$ cat config.mk
export PLATFORM = sky130hd
export DESIGN_NAME = led_row_scan_flat
export DESIGN_NICKNAME = d
export VERILOG_FILES = /design/src/rtl/led_row_scan_if.sv /design/src/rtl/led_row_scan.sv /design/src/flat_wrapper.sv
export SDC_FILE = /design/constraint.sdc
export NUM_CORES = 1
export LEC_CHECK = 0
export ABC_CLOCK_PERIOD_IN_PS = 2000
export BUFFER_PORTS_ARGS = -buffer_cell sky130_fd_sc_hd__buf_4
export CORE_MARGIN = 10
export CORE_UTILIZATION = 56
export CTS_BUF_LIST = sky130_fd_sc_hd__clkbuf_16
export DETAILED_ROUTE_END_ITERATION = 8
export PLACE_DENSITY = 0.81
export SLEW_MARGIN = 40
export SYNTH_ARGS = -nofsm -noshare
export SYNTH_HDL_FRONTEND = slang
export SYNTH_SLANG_ARGS = --single-unit
$ cat constraint.sdc
create_clock -name i2s_clk -period 2 [get_ports i2s_clk]
set_input_delay 0.1 -clock i2s_clk [delete_from_list [all_inputs] [get_ports i2s_clk]]
set_output_delay 0.1 -clock i2s_clk [all_outputs]
set_load 0.01 [all_outputs]
$ cat src/rtl/led_row_scan_if.sv
// Bundle between the upstream stream masker and the LED panel.
// The master side supplies the row latch, row number and brightness.
// The slave side (led_row_scan) drives the panel row address,
// the active-low output enable and the status flags.
interface led_row_scan_if #(
   parameter int ROW_BITS = 4
);
   logic                led_lat;
   logic [5:0]          row_num;
   logic [7:0]          brightness;
   logic [ROW_BITS-1:0] row_addr;
   logic                led_oe;
   logic                frame_done;
   logic                row_err;

   modport master (
      output led_lat, row_num, brightness,
      input  row_addr, led_oe, frame_done, row_err
   );

   modport slave (
      input  led_lat, row_num, brightness,
      output row_addr, led_oe, frame_done, row_err
   );
endinterface

$ cat src/rtl/led_row_scan.sv
// Row-scan and output-enable controller for a multiplexed LED panel.
// Every row change is break-before-make: the panel is blanked, the row
// address switches, the lines settle, and only then is the row lit for a
// brightness-scaled on-time. A new latch restarts the sequence from any state.
module led_row_scan #(
   parameter int ROW_BITS      = 4,
   parameter int NUM_ROWS      = 16,
   parameter int BLANK_CYCLES  = 4,
   parameter int SETTLE_CYCLES = 2,
   parameter int ON_SHIFT      = 2
) (
   input logic           i2s_clk,
   input logic           rst,
   led_row_scan_if.slave bus
);

   function automatic int max_int(input int a, input int b);
      return (a > b) ? a : b;
   endfunction

   // One counter serves blank, settle and on phases, so it must hold the longest.
   localparam int CNT_W = max_int(max_int($clog2(BLANK_CYCLES + 1), $clog2(SETTLE_CYCLES + 1)),
                                  8 + ON_SHIFT);
   localparam logic [6:0] ROW_LIMIT = 7'(NUM_ROWS);

   typedef enum logic [2:0] {
      S_IDLE   = 3'd0,
      S_BLANK  = 3'd1,
      S_SWITCH = 3'd2,
      S_SETTLE = 3'd3,
      S_ON     = 3'd4
   } state_t;

   state_t              r_state;
   state_t              w_next;
   logic [CNT_W-1:0]    r_cnt;
   logic [CNT_W-1:0]    w_cnt_next;
   logic [ROW_BITS-1:0] r_pend_row;
   logic [ROW_BITS-1:0] w_pend_next;
   logic [ROW_BITS-1:0] r_row_addr;
   logic [ROW_BITS-1:0] w_row_addr_next;
   logic [7:0]          r_bright;
   logic [7:0]          w_bright_next;
   logic                r_led_oe;
   logic                r_frame_done;
   logic                w_frame_done_next;
   logic                r_row_err;
   logic                w_row_err_next;
   logic                w_row_valid;
   logic                w_cnt_last;

   // Full 6-bit row number is range-checked; only the low bits address the panel.
   assign w_row_valid = ({1'b0, bus.row_num} < ROW_LIMIT);
   assign w_cnt_last  = (r_cnt == CNT_W'(1));

   // Next-state logic: a latch overrides whatever phase is in progress.
   always_comb begin
      w_next            = r_state;
      w_cnt_next        = r_cnt;
      w_pend_next       = r_pend_row;
      w_row_addr_next   = r_row_addr;
      w_bright_next     = r_bright;
      w_frame_done_next = 1'b0;
      w_row_err_next    = r_row_err;
      if (bus.led_lat) begin
         if (w_row_valid) begin
            w_pend_next = bus.row_num[ROW_BITS-1:0];
            w_cnt_next  = CNT_W'(BLANK_CYCLES);
            w_next      = S_BLANK;
         end else begin
            w_row_err_next = 1'b1;
            w_cnt_next     = '0;
            w_next         = S_IDLE;
         end
      end else begin
         case (r_state)
            S_IDLE: begin
               w_next = S_IDLE;
            end
            S_BLANK: begin
               if (w_cnt_last) begin
                  w_cnt_next = '0;
                  w_next     = S_SWITCH;
               end else begin
                  w_cnt_next = r_cnt - CNT_W'(1);
               end
            end
            S_SWITCH: begin
               // Address moves only here, while the panel is guaranteed dark.
               w_row_addr_next = r_pend_row;
               w_bright_next   = bus.brightness;
               w_cnt_next      = CNT_W'(SETTLE_CYCLES);
               w_next          = S_SETTLE;
            end
            S_SETTLE: begin
               if (w_cnt_last) begin
                  if (r_bright != 8'd0) begin
                     w_cnt_next = CNT_W'(r_bright) << ON_SHIFT;
                     w_next     = S_ON;
                  end else begin
                     w_cnt_next        = '0;
                     w_frame_done_next = 1'b1;
                     w_next            = S_IDLE;
                  end
               end else begin
                  w_cnt_next = r_cnt - CNT_W'(1);
               end
            end
            S_ON: begin
               if (w_cnt_last) begin
                  w_cnt_next        = '0;
                  w_frame_done_next = 1'b1;
                  w_next            = S_IDLE;
               end else begin
                  w_cnt_next = r_cnt - CNT_W'(1);
               end
            end
            default: begin
               w_cnt_next = '0;
               w_next     = S_IDLE;
            end
         endcase
      end
   end

   // State and output registers; led_oe is decoded from the next state so it is low exactly while ON.
   always_ff @(posedge i2s_clk or posedge rst) begin
      if (rst) begin
         r_state      <= S_IDLE;
         r_cnt        <= '0;
         r_pend_row   <= '0;
         r_row_addr   <= '0;
         r_bright     <= 8'd0;
         r_led_oe     <= 1'b1;
         r_frame_done <= 1'b0;
         r_row_err    <= 1'b0;
      end else begin
         r_state      <= w_next;
         r_cnt        <= w_cnt_next;
         r_pend_row   <= w_pend_next;
         r_row_addr   <= w_row_addr_next;
         r_bright     <= w_bright_next;
         r_led_oe     <= (w_next != S_ON);
         r_frame_done <= w_frame_done_next;
         r_row_err    <= w_row_err_next;
      end
   end

   assign bus.row_addr   = r_row_addr;
   assign bus.led_oe     = r_led_oe;
   assign bus.frame_done = r_frame_done;
   assign bus.row_err    = r_row_err;

endmodule

$ cat src/flat_wrapper.sv
// flat-port wrapper written by rule: the top's interface ports become plain ports
module led_row_scan_flat 
#(
   parameter int ROW_BITS      = 4,
   parameter int NUM_ROWS      = 16,
   parameter int BLANK_CYCLES  = 4,
   parameter int SETTLE_CYCLES = 2,
   parameter int ON_SHIFT      = 2
)
  (i2s_clk, rst, bus_led_lat, bus_row_num, bus_brightness, bus_row_addr, bus_led_oe, bus_frame_done, bus_row_err);
  led_row_scan_if #(.ROW_BITS(ROW_BITS)) bus_i ();
  input logic i2s_clk;
  input logic rst;
  input wire logic [$bits(bus_i.led_lat)-1:0] bus_led_lat;
  input wire logic [$bits(bus_i.row_num)-1:0] bus_row_num;
  input wire logic [$bits(bus_i.brightness)-1:0] bus_brightness;
  output wire logic [$bits(bus_i.row_addr)-1:0] bus_row_addr;
  output wire logic [$bits(bus_i.led_oe)-1:0] bus_led_oe;
  output wire logic [$bits(bus_i.frame_done)-1:0] bus_frame_done;
  output wire logic [$bits(bus_i.row_err)-1:0] bus_row_err;
  assign bus_i.led_lat = bus_led_lat;
  assign bus_i.row_num = bus_row_num;
  assign bus_i.brightness = bus_brightness;
  assign bus_row_addr = bus_i.row_addr;
  assign bus_led_oe = bus_i.led_oe;
  assign bus_frame_done = bus_i.frame_done;
  assign bus_row_err = bus_i.row_err;
  led_row_scan #(.ROW_BITS(ROW_BITS), .NUM_ROWS(NUM_ROWS), .BLANK_CYCLES(BLANK_CYCLES), .SETTLE_CYCLES(SETTLE_CYCLES), .ON_SHIFT(ON_SHIFT)) u_core (.i2s_clk(i2s_clk), .rst(rst), .bus(bus_i));
endmodule
==> summary.md, run 1 <==
| Metric | Value |
|---|---|
| Largest net degree at the start of global routing | `33` |
| Compound-gate portion of the synthesized area | `15.1%` |
| Pint | `1.60 mW` |
| Share of layout cells above drive strength 1 | `35.9%` |
| Comb pwr share | `22.9%` |
| Clk pwr share | `38.1%` |
| CP Class | `flip-flop to flip-flop` |
| TritonCTS Sinks | `32` |
| Dpl cell area | `1890 um2` |
| Tightest Pin Transition | `388 ps` |
| Leakage | `0.946 nW` |
| Mux share of post-synthesis cell area | `10.7%` |
| Tmin final | `1860 ps` |
| Critical path endpoint category | `flip-flop` |
| Final GP Congestion | `0.975` |
| Most frequent cells in the layout | `33 x buf_4, 31 x dfrtp_1, 15 x mux2_2` |
| CTS Buffer Depth | `2` |
| Commonest non-fill, non-tap cell in the layout | `buf_4` |
| CP Data Arrival Time | `2030 ps` |
| IO Count | `24` |
| Total design power | `2.21 mW` |
| Core Area | `2810 um2` |
| CTS Buf Count | `5` |
| PortBufs | `23` |
| Row count | `19` |
| Critical Path RT | `2170 ps` |
| First drt pass iteration count | `4` |
| Rel. slew slack | `74.1%` |
| Design area | `2080 um2` |
| Setup violators final | `0` |
| Final Cycle Share | `93.0%` |
| Detail Route Antenna Nets | `0` |
| Flops & latches, synth | `32` |
| DRT iter0 DRCs | `177` |
| Layout Cells excl Fill | `215` |
| Nets | `202` |
| Via count | `1319` |
| Run status | `finished clean` |
| Post-synthesis simple-gate area fraction | `18.0%` |
| Synth-to-Final Area Change | `24.2%` |
| Worst-Skew Late Latency | `280 ps` |
| H-tree lvl count | `2` |
| Die Area | `5580 um2` |
| Sw frac | `27.6%` |
| Mapped Nets | `170` |
| Grt ovf | `0` |
| Initial Util | `59.8%` |
| Synthesis warning total | `0` |
| Die W | `74.7 um` |
| Root Driver | `clkbuf_16` |
| Most common flop cell mapped by yosys | `dfrtp_1` |
| N_diodes | `0` |
| Adder-Cell Fraction of Synth Area | `1.49%` |
| RSZ-0062 raised after global routing | `false` |
| Ys async rst share | `100%` |
| Pwr per Cell Area | `1060 nW/um2` |
| Setup repair bufs after CTS | `0` |
| Max-Cap Viols | `0` |
| Detail-routed net length per standard cell | `18.3 um` |
| Largest family of logic cells by synthesized area | `simple AND/OR/NAND/NOR gates` |
| Worst hold-check path type | `input pin to flip-flop` |
| Final Hold Violating Endpoints | `0` |
| Clock transition at path regs | `50 ps` |
| Initial antenna violation count | `0` |
| Cells after Synth | `151` |
| Net load switching power | `0.610 mW` |
| Worst-path fanout max | `6` |
| TritonCTS clock tree | `built` |
| Clock skew | `5.38 ps` |
| Vias in the first global route | `1346` |
| IR drop worst, VDD | `700 uV` |
| Drc violations | `0` |
| Mapped Area | `1680 um2` |
| Total GRT Usage | `15.3%` |
| Sequential power share | `39.0%` |
| Netlist cell types | `49` |
| Worst setup SP type | `flip-flop` |
| Post-Place Cells | `206` |
| Final total negative setup slack | `0 ps` |
| Mapped Avg Cell Area | `11.1 um2` |
| Global-route wire length before repair | `6660 um` |
| Number of synthesized flops with an enable pin | `0` |
| Seq/Total Area, Yosys | `47.8%` |
| Routed Wire Length | `3930 um` |
| Xor-xnor portion of the synthesized cell area | `1.57%` |
| Die height | `74.7 um` |
| Routed vias/inst | `6.13` |
| Fin. max-slew vios | `0` |
| Achievable Freq | `0.538 GHz` |
| Hpwl dp | `2700 um` |
[synthesized netlist by cell type (all sizes together), types with 2 or more instances]
master   count  area [um2]
or2          2        12.5
a2111oi      2        30.0
inv          4        15.0
a21oi        5        25.0
o21bai       2        15.0
nor3         7        35.0
nor4         3        33.8
or4          3        22.5
nand2b       2        12.5
nand2        9        33.8
ha           2        25.0
mux2        16         180
clkbuf       6        46.3
nand3        4        20.0
nor3b        4        40.0
buf          3        27.5
dfrtp       31         776
a22o         2        17.5
a31oi        5        31.3
xnor2        2        17.5
or3          2        12.5
nor2         9        36.3
o21ai        8        40.0
[registers in the layout, summed over array words and instances, names as in the netlist]
name,count
u_core.bus.frame_done,1
u_core.bus.led_oe,1
u_core.bus.row_addr,4
u_core.bus.row_err,1
u_core.r_bright,8
u_core.r_cnt,10
u_core.r_pend_row,4
u_core.r_state,3
[power groups by stage]
stage | Sequential, mW | Combinational, mW | Clock [mW]
global route | 0.876 | 0.557 | 0.894
CTS | 0.858 | 0.500 | 0.852
global placement | 0.856 | 0.472 | 0
detailed placement | 0.865 | 0.486 | 0
floorplan | 0.847 | 0.331 | 0
finish | 0.862 | 0.506 | 0.842
[metal layers]
metal  global-route usage, %  up-vias  part of all wire (%)
met5                       0        -                     0
met4                    4.62        0                  0.25
met3                    4.73        2                   5.5
met2                    24.2       46                    51
met1                    19.6      651                    43
li1                        -      620                     -
[cells by family (layout without fill, tap and decap cells)]
group	Yosys count	in the layout
fa+ha+maj	2	2
compound gates	35	35
xor+xnor	3	3
buf+inv	13	46
simple gates	50	50
mux	16	16
flops	32	32
[layout make-up]
| type | instances | area (um2) |
|---|---|---|
| well taps | 31 | 38.8 |
| flip-flops and latches | 32 | 802 |
| fillers | 196 | 723 |
| multi-input cells | 106 | 806 |
| repair buffers | 34 | 258 |
| inverters | 4 | 15.0 |
| clock buffers | 5 | 125 |
| clock inverters | 3 | 37.5 |
[stage by stage]
step                worst slack, ps  hold slack (ps)  utilization (%)
floorplan                       173              215                -
global placement                169              205             67.4
detailed placement              105              219             67.4
CTS                            75.2             54.0             73.6
global route                   64.2             57.2             74.2
finish                          140             57.8             74.2
[worst max-delay path, cell delays in order, from the launching register on]
cell and delay, ps:
dfrtp_1 420, inv_1 80, ha_1 170, nor3b_2 340, xnor2_1 110, o32a_1 310, a2111oi_2 320
[final timing paths]
kind,cells past startpoint,to,start,slack (ps)
min in group asynchronous,4,u_core.r_cnt[9]$_DFFE_PP0P_,rst,470
max in group asynchronous,4,u_core.bus.led_oe$_DFF_PP1_,rst,1200
hold / removal,2,u_core.r_pend_row[2]$_DFFE_PP0P_,bus_row_num[2],60
hold reg to reg,1,u_core.bus.row_err$_DFFE_PP0P_,u_core.bus.row_err$_DFFE_PP0P_,460
setup / recovery,6,u_core.r_cnt[4]$_DFFE_PP0P_,u_core.r_cnt[0]$_DFFE_PP0P_,140
setup reg to reg,6,u_core.r_cnt[4]$_DFFE_PP0P_,u_core.r_cnt[0]$_DFFE_PP0P_,140
[timing repair]
action	in CTS	in global routing
hold endpoints to repair	31	0
gates resized for setup	1	3
setup endpoints to repair	1	3
hold buffers	1	0
Power figures use the tool's default switching activity.
==> run 2, diff against run 1 <==
--- a/config.mk
+++ b/config.mk
@@ -7,11 +7,12 @@
 export LEC_CHECK = 0
 export ABC_CLOCK_PERIOD_IN_PS = 2000
 export BUFFER_PORTS_ARGS = -buffer_cell sky130_fd_sc_hd__buf_4
+export CAP_MARGIN = 20
 export CORE_MARGIN = 10
 export CORE_UTILIZATION = 56
 export CTS_BUF_LIST = sky130_fd_sc_hd__clkbuf_16
 export DETAILED_ROUTE_END_ITERATION = 8
-export PLACE_DENSITY = 0.81
+export PLACE_DENSITY = 0.76
 export SLEW_MARGIN = 40
 export SYNTH_ARGS = -nofsm -noshare
 export SYNTH_HDL_FRONTEND = slang
==> summary.md, run 2 (synthesized netlist as in run 1, its figures left out) <==
| Metric | Value |
|---|---|
| Run status | `finished clean (unchanged)` |
| H-tree lvl count | `2 (unchanged)` |
| Routed vias/inst | `5.90 (was 6.13)` |
| Commonest non-fill, non-tap cell in the layout | `buf_4 (unchanged)` |
| Area occupied by multi-input gates | `793 um2 (was 806 um2)` |
| Synth-to-Final Area Change | `23.0% (was 24.2%)` |
| Tightest Pin Transition | `395 ps (was 388 ps)` |
| Fillers | `186 (was 196)` |
| Grt ovf | `0 (unchanged)` |
| Final Cycle Share | `94.1% (was 93.0%)` |
| Clock transition at path regs | `50 ps (about the same)` |
| Setup repair bufs after CTS | `0 (unchanged)` |
| Largest register FFs | `10 (unchanged)` |
| IO Count | `24 (unchanged)` |
| Worst-path fanout max | `6 (unchanged)` |
| Via count | `1280 (was 1319)` |
| RSZ-0062 raised after global routing | `false (unchanged)` |
| Critical path endpoint category | `flip-flop (unchanged)` |
| Routed Wire Length | `3660 um (was 3930 um)` |
| Post-Place Cells | `208 (was 206)` |
| FF+latch area | `802 um2 (unchanged)` |
| Share of layout cells above drive strength 1 | `36.0% (was 35.9%)` |
| Die Area | `5580 um2 (unchanged)` |
| Row count | `19 (unchanged)` |
| Largest net degree at the start of global routing | `33 (unchanged)` |
| Tmin final | `1880 ps (was 1860 ps)` |
| Most frequent cells in the layout | `35 x buf_4, 31 x dfrtp_1, 15 x mux2_2 (was 33 x buf_4, 31 x dfrtp_1, 15 x mux2_2)` |
| TritonCTS Sinks | `32 (unchanged)` |
| TritonCTS clock tree | `built (unchanged)` |
| Core Area | `2810 um2 (unchanged)` |
| PortBufs | `23 (unchanged)` |
| Drc violations | `0 (unchanged)` |
| Clock skew | `4.77 ps (was 5.38 ps)` |
| Hpwl dp | `2690 um (was 2700 um)` |
| Global-route wire length before repair | `5890 um (was 6660 um)` |
| IR drop worst, VDD | `764 uV (was 700 uV)` |
| Vias in the first global route | `1261 (was 1346)` |
| Fin. max-slew vios | `0 (unchanged)` |
| Die height | `74.7 um (unchanged)` |
| First drt pass iteration count | `4 (unchanged)` |
| Setup violators final | `0 (unchanged)` |
| Final total negative setup slack | `0 ps (unchanged)` |
| Initial antenna violation count | `0 (unchanged)` |
| Max-Cap Viols | `0 (unchanged)` |
| DRT iter0 DRCs | `164 (was 177)` |
| Worst-Skew Late Latency | `280 ps (about the same)` |
| N_diodes | `0 (unchanged)` |
| Worst setup SP type | `flip-flop (unchanged)` |
| Biggest regs | `u_core.r_cnt x10, u_core.r_bright x8 (unchanged)` |
| Leakage | `0.947 nW (was 0.946 nW)` |
| Achievable Freq | `0.531 GHz (was 0.538 GHz)` |
| Pwr per Cell Area | `1000 nW/um2 (was 1060 nW/um2)` |
| Rel. slew slack | `73.7% (was 74.1%)` |
| Final Hold Violating Endpoints | `0 (unchanged)` |
| CP Data Arrival Time | `2040 ps (was 2030 ps)` |
| Nets | `204 (was 202)` |
| Root Driver | `clkbuf_16 (unchanged)` |
| CTS Buffer Depth | `2 (unchanged)` |
| Die W | `74.7 um (unchanged)` |
| Detail-routed net length per standard cell | `16.9 um (was 18.3 um)` |
| Initial Util | `59.8% (unchanged)` |
| Reg with most FFs | `u_core.r_cnt (unchanged)` |
| Worst reg-to-reg setup slack | `120 ps (was 140 ps)` |
| Critical Path RT | `2160 ps (was 2170 ps)` |
| Detail Route Antenna Nets | `0 (unchanged)` |
| CTS Buf Count | `5 (unchanged)` |
| CP Class | `flip-flop to flip-flop (unchanged)` |
| Worst hold-check path type | `input pin to flip-flop (unchanged)` |
| Total GRT Usage | `13.8% (was 15.3%)` |
| Layout Cells excl Fill | `217 (was 215)` |
| Final GP Congestion | `0.910 (was 0.975)` |
==> run 2: layer usage <==
metal | routed length (um) | global-route usage (%) | up-vias
met5 | 0 | 0 | -
met3 | 188 | 4.86 | 4
li1 | - | - | 624
met4 | 42 | 5.67 | 0
met2 | 1780 | 21.2 | 27
met1 | 1650 | 17.3 | 625
==> run 2: timing repair <==
action                                  CTS  global route
hold buffers                              1             0
hold endpoints to repair                 31             0
resized for setup                         0             2
endpoints found under the setup margin    0             3
==> run 2: critical path, cell delays in order (launching register included) <==
cell     delay [ps]
dfrtp_1         420
or4_1           610
or3_1           360
o21a_1          180
o21ai_1         120
o21ai_1          80
==> run 2: final timing paths <==
check	start	endpoint	cells after the start
max	u_core.r_cnt[0]$_DFFE_PP0P_	u_core.r_cnt[7]$_DFFE_PP0P_	5
min in group asynchronous	rst	u_core.r_cnt[8]$_DFFE_PP0P_	4
min reg2reg	u_core.bus.row_err$_DFFE_PP0P_	u_core.bus.row_err$_DFFE_PP0P_	1
max reg2reg	u_core.r_cnt[0]$_DFFE_PP0P_	u_core.r_cnt[7]$_DFFE_PP0P_	5
max in group asynchronous	rst	u_core.bus.led_oe$_DFF_PP1_	4
min	bus_brightness[2]	u_core.r_bright[2]$_DFFE_PP0P_	2
==> run 2: report_power, final <==
part	total, mW	leakage [nW]	switching (mW)	internal [mW]
clock network	0.711	0.0687	0.261	0.451
logic	0.503	0.462	0.236	0.267
registers	0.852	0.417	0.0953	0.757
==> run 2: layout make-up <==
class | count | share of cell area (%)
Multi-Input combinational cell | 106 | 38.5
Sequential cell | 32 | 38.9
Timing Repair Buffer | 36 | 13.2
Clock buffer | 5 | 6.07
Inverter | 4 | 0.728
Tap cell | 31 | 1.88
Clock inverter | 3 | 0.728
==> run 2: through the flow <==
| stage | area [um2] | hold slack (ps) | setup WS, ps | util (%) | power [mW] |
|---|---|---|---|---|---|
| 2_1_floorplan | 1680 | 215 | 173 | - | 1.18 |
| 3_3_place_gp | 1900 | 203 | 156 | 67.9 | 1.34 |
| 3_5_place_dp | 1900 | 223 | 72.4 | 67.9 | 1.35 |
| 4_1_cts | 2050 | 51.3 | 64.5 | 73.2 | 2.08 |
| 5_1_grt | 2060 | 52.1 | 37.2 | 73.5 | 2.17 |
| 6_report | 2060 | 57.7 | 119 | 73.5 | 2.07 |
==> run 3, diff against run 2 <==
--- a/config.mk
+++ b/config.mk
@@ -5,6 +5,7 @@
 export SDC_FILE = /design/constraint.sdc
 export NUM_CORES = 1
 export LEC_CHECK = 0
+export ABC_AREA = 1
 export ABC_CLOCK_PERIOD_IN_PS = 2000
 export BUFFER_PORTS_ARGS = -buffer_cell sky130_fd_sc_hd__buf_4
 export CAP_MARGIN = 20
==> summary.md, run 3 <==
| Metric | Value |
|---|---|
| Worst hold-check path type | `input pin to flip-flop (unchanged)` |
| CP Class | `flip-flop to flip-flop (unchanged)` |
| Final Cycle Share | `76.6% (was 94.1%)` |
| Row count | `19 (unchanged)` |
| Final Hold Violating Endpoints | `0 (unchanged)` |
| N_diodes | `0 (unchanged)` |
| Pre-CTS setup slack | `513 ps (was 72.4 ps)` |
| Mapped Avg Cell Area | `7.63 um2 (was 11.1 um2)` |
| Max-Cap Viols | `0 (unchanged)` |
| Drc violations | `0 (unchanged)` |
| Yosys top cell area share | `45.4% (was 46.3%)` |
| Biggest regs | `u_core.r_cnt x10, u_core.r_bright x8 (unchanged)` |
| Worst setup SP type | `flip-flop (unchanged)` |
| CP Data Arrival Time | `1750 ps (was 2040 ps)` |
| Most common flop cell mapped by yosys | `dfrtp_1 (unchanged)` |
| FF+latch area | `802 um2 (unchanged)` |
| Fillers | `213 (was 186)` |
| Fin. max-slew vios | `0 (unchanged)` |
| Top cells by count, synth | `65 x nand2_1, 31 x dfrtp_1, 27 x inv_1 (was 31 x dfrtp_1, 15 x mux2_2, 9 x nand2_1)` |
| RSZ-0062 raised after global routing | `false (unchanged)` |
| Tmin final | `1530 ps (was 1880 ps)` |
| Flops & latches, synth | `32 (unchanged)` |
| Pwr per Cell Area | `904 nW/um2 (was 1000 nW/um2)` |
| Total GRT Usage | `14.9% (was 13.8%)` |
| Core Area | `2830 um2 (was 2810 um2)` |
| Synth-to-Final Area Change | `23.1% (was 23.0%)` |
| Mapped Area | `1710 um2 (was 1680 um2)` |
| Final Worst Setup Slack | `468 ps (was 119 ps)` |
| Worst-path fanout max | `7 (was 6)` |
| Most frequent cells in the layout | `65 x nand2_1, 31 x dfrtp_1, 27 x inv_1 (was 35 x buf_4, 31 x dfrtp_1, 15 x mux2_2)` |
| DRT iter0 DRCs | `142 (was 164)` |
| Largest net degree at the start of global routing | `20 (was 33)` |
| Final GP Congestion | `0.898 (was 0.910)` |
| Initial Util | `60.4% (was 59.8%)` |
| Critical Path RT | `2220 ps (was 2160 ps)` |
| Setup violators final | `0 (unchanged)` |
| Hpwl dp | `2900 um (was 2690 um)` |
| Vias in the first global route | `1509 (was 1261)` |
| CTS Buf Count | `5 (unchanged)` |
| Post-Place Cells | `278 (was 208)` |
| IR drop worst, VDD | `881 uV (was 764 uV)` |
| Leakage | `1.17 nW (was 0.947 nW)` |
| Routed vias/inst | `5.19 (was 5.90)` |
| Layout Cells excl Fill | `287 (was 217)` |
| Final Core Density | `74.4% (was 73.5%)` |
| H-tree lvl count | `2 (unchanged)` |
| Critical path endpoint category | `flip-flop (unchanged)` |
| IO Count | `24 (unchanged)` |
| Achievable Freq | `0.653 GHz (was 0.531 GHz)` |
| First drt pass iteration count | `4 (unchanged)` |
| Netlist cell types | `27 (was 49)` |
| Seq/Total Area, Yosys | `46.9% (was 47.8%)` |
| Commonest non-fill, non-tap cell in the layout | `nand2_1 (was buf_4)` |
| TritonCTS Sinks | `32 (unchanged)` |
| CTS Buffer Depth | `2 (unchanged)` |
| Ys async rst share | `100% (unchanged)` |
| Number of synthesized flops with an enable pin | `0 (unchanged)` |
| Global-route wire length before repair | `6620 um (was 5890 um)` |
| Post-synth top area cell | `dfrtp_1 (unchanged)` |
| Clock skew | `4.46 ps (was 4.77 ps)` |
| Tightest Pin Transition | `485 ps (was 395 ps)` |
| Largest register FFs | `10 (unchanged)` |
| Final total negative setup slack | `0 ps (unchanged)` |
| Reg with most FFs | `u_core.r_cnt (unchanged)` |
| Initial antenna violation count | `0 (unchanged)` |
| Run status | `finished clean (unchanged)` |
| Clock transition at path regs | `50 ps (about the same)` |
| Die Area | `5660 um2 (was 5580 um2)` |
| Cells after Synth | `224 (was 151)` |
| Synthesis warning total | `0 (unchanged)` |
| Rel. slew slack | `67.7% (was 73.7%)` |
| Share of layout cells above drive strength 1 | `21.1% (was 36.0%)` |
| TritonCTS clock tree | `built (unchanged)` |
| Detail Route Antenna Nets | `0 (unchanged)` |
| Root Driver | `clkbuf_16 (unchanged)` |
| Area occupied by multi-input gates | `772 um2 (was 793 um2)` |
| Synth top area cells | `dfrtp_1 45%, nand2_1 14%, inv_1 5.9% (was dfrtp_1 46%, mux2_2 10%, nor3_1 2.1%)` |
| WHS | `53.1 ps (was 57.7 ps)` |
| Count leader, synth | `nand2_1 (was dfrtp_1)` |
| Detail-routed net length per standard cell | `13.5 um (was 16.9 um)` |
| Grt ovf | `0 (unchanged)` |
| Via count | `1490 (was 1280)` |
| Die W | `75.2 um (was 74.7 um)` |
| Worst-Skew Late Latency | `280 ps (about the same)` |
| Routed Wire Length | `3870 um (was 3660 um)` |
| Die height | `75.2 um (was 74.7 um)` |
| Nets | `274 (was 204)` |
| Mapped Nets | `243 (was 170)` |
| PortBufs | `23 (unchanged)` |
[run 3: final cells by class]
type | instances | area share (%)
sequential | 32 | 38.1
multi-input combinational | 157 | 36.7
timing repair buffer | 26 | 9.39
inverter | 33 | 6.00
clock buffer | 5 | 5.95
clock inverter | 3 | 2.02
tap | 31 | 1.84
[run 3: critical path, cell delays in order, from the launching register on]
cell and delay (ps):
dfrtp_1 380, inv_1 130, ha_1 210, nand2_1 100
nor2_4 120, nand2_4 110, nor2_8 150, nand2_1 70
nand2_1 70, nand2_1 70, nand2_1 60
[run 3: cell families (layout without fill, tap and decap cells)]
group | count (synthesis) | after routing | share of synthesized area [%]
AOI/OAI and AO/OA | 23 | 23 | 7.25
xor gates and xnor gates | 3 | 3 | 1.54
and+or+nand+nor | 127 | 127 | 33.6
adders and majority gates | 2 | 2 | 1.46
DFF | 32 | 32 | 46.9
muxes | 2 | 2 | 1.32
buffers and inverters | 35 | 67 | 7.91
[run 3: final timing paths]
kind                                                 from                            endpoint  slack (ps)  depth (start not counted)
setup / recovery              u_core.r_cnt[1]$_DFFE_PP0P_         u_core.r_cnt[5]$_DFFE_PP0P_         470                         10
hold / removal                          bus_brightness[6]      u_core.r_bright[6]$_DFFE_PP0P_          50                          2
setup reg to reg              u_core.r_cnt[1]$_DFFE_PP0P_         u_core.r_cnt[5]$_DFFE_PP0P_         470                         10
hold reg to reg            u_core.bus.row_err$_DFFE_PP0P_      u_core.bus.row_err$_DFFE_PP0P_         470                          1
max in group asynchronous                             rst         u_core.bus.led_oe$_DFF_PP1_         910                          4
min in group asynchronous                             rst  u_core.bus.row_addr[3]$_DFFE_PP0P_         400                          3
[run 3: metrics by stage]
stage,power (mW),instance area (um2)
after floorplan,0.958,1710
after global placement,1.05,1930
after detailed placement,1.05,1930
after CTS,1.92,2100
after global routing,1.99,2100
final,1.90,2100
[run 3: report_power, final]
| group | internal, mW | switching, mW | total, mW |
|---|---|---|---|
| Sequential | 0.702 | 0.0386 | 0.740 |
| Clock | 0.584 | 0.269 | 0.852 |
| Combinational | 0.123 | 0.187 | 0.310 |
[run 3: per-layer routing]
| metal | global-route usage (%) | vias to the layer above | routed length [um] |
|---|---|---|---|
| li1 | - | 757 | - |
| met1 | 19.1 | 697 | 1790 |
| met2 | 23.7 | 31 | 1900 |
| met3 | 3.68 | 5 | 132 |
| met4 | 5.77 | 0 | 49 |
| met5 | 0 | - | 0 |
[run 3: what timing repair did]
action,CTS,global route
gates resized for setup,0,0
endpoints found under the hold margin,13,0
buffers inserted,0,0
hold buffers,1,0
endpoints found under the setup margin,0,0
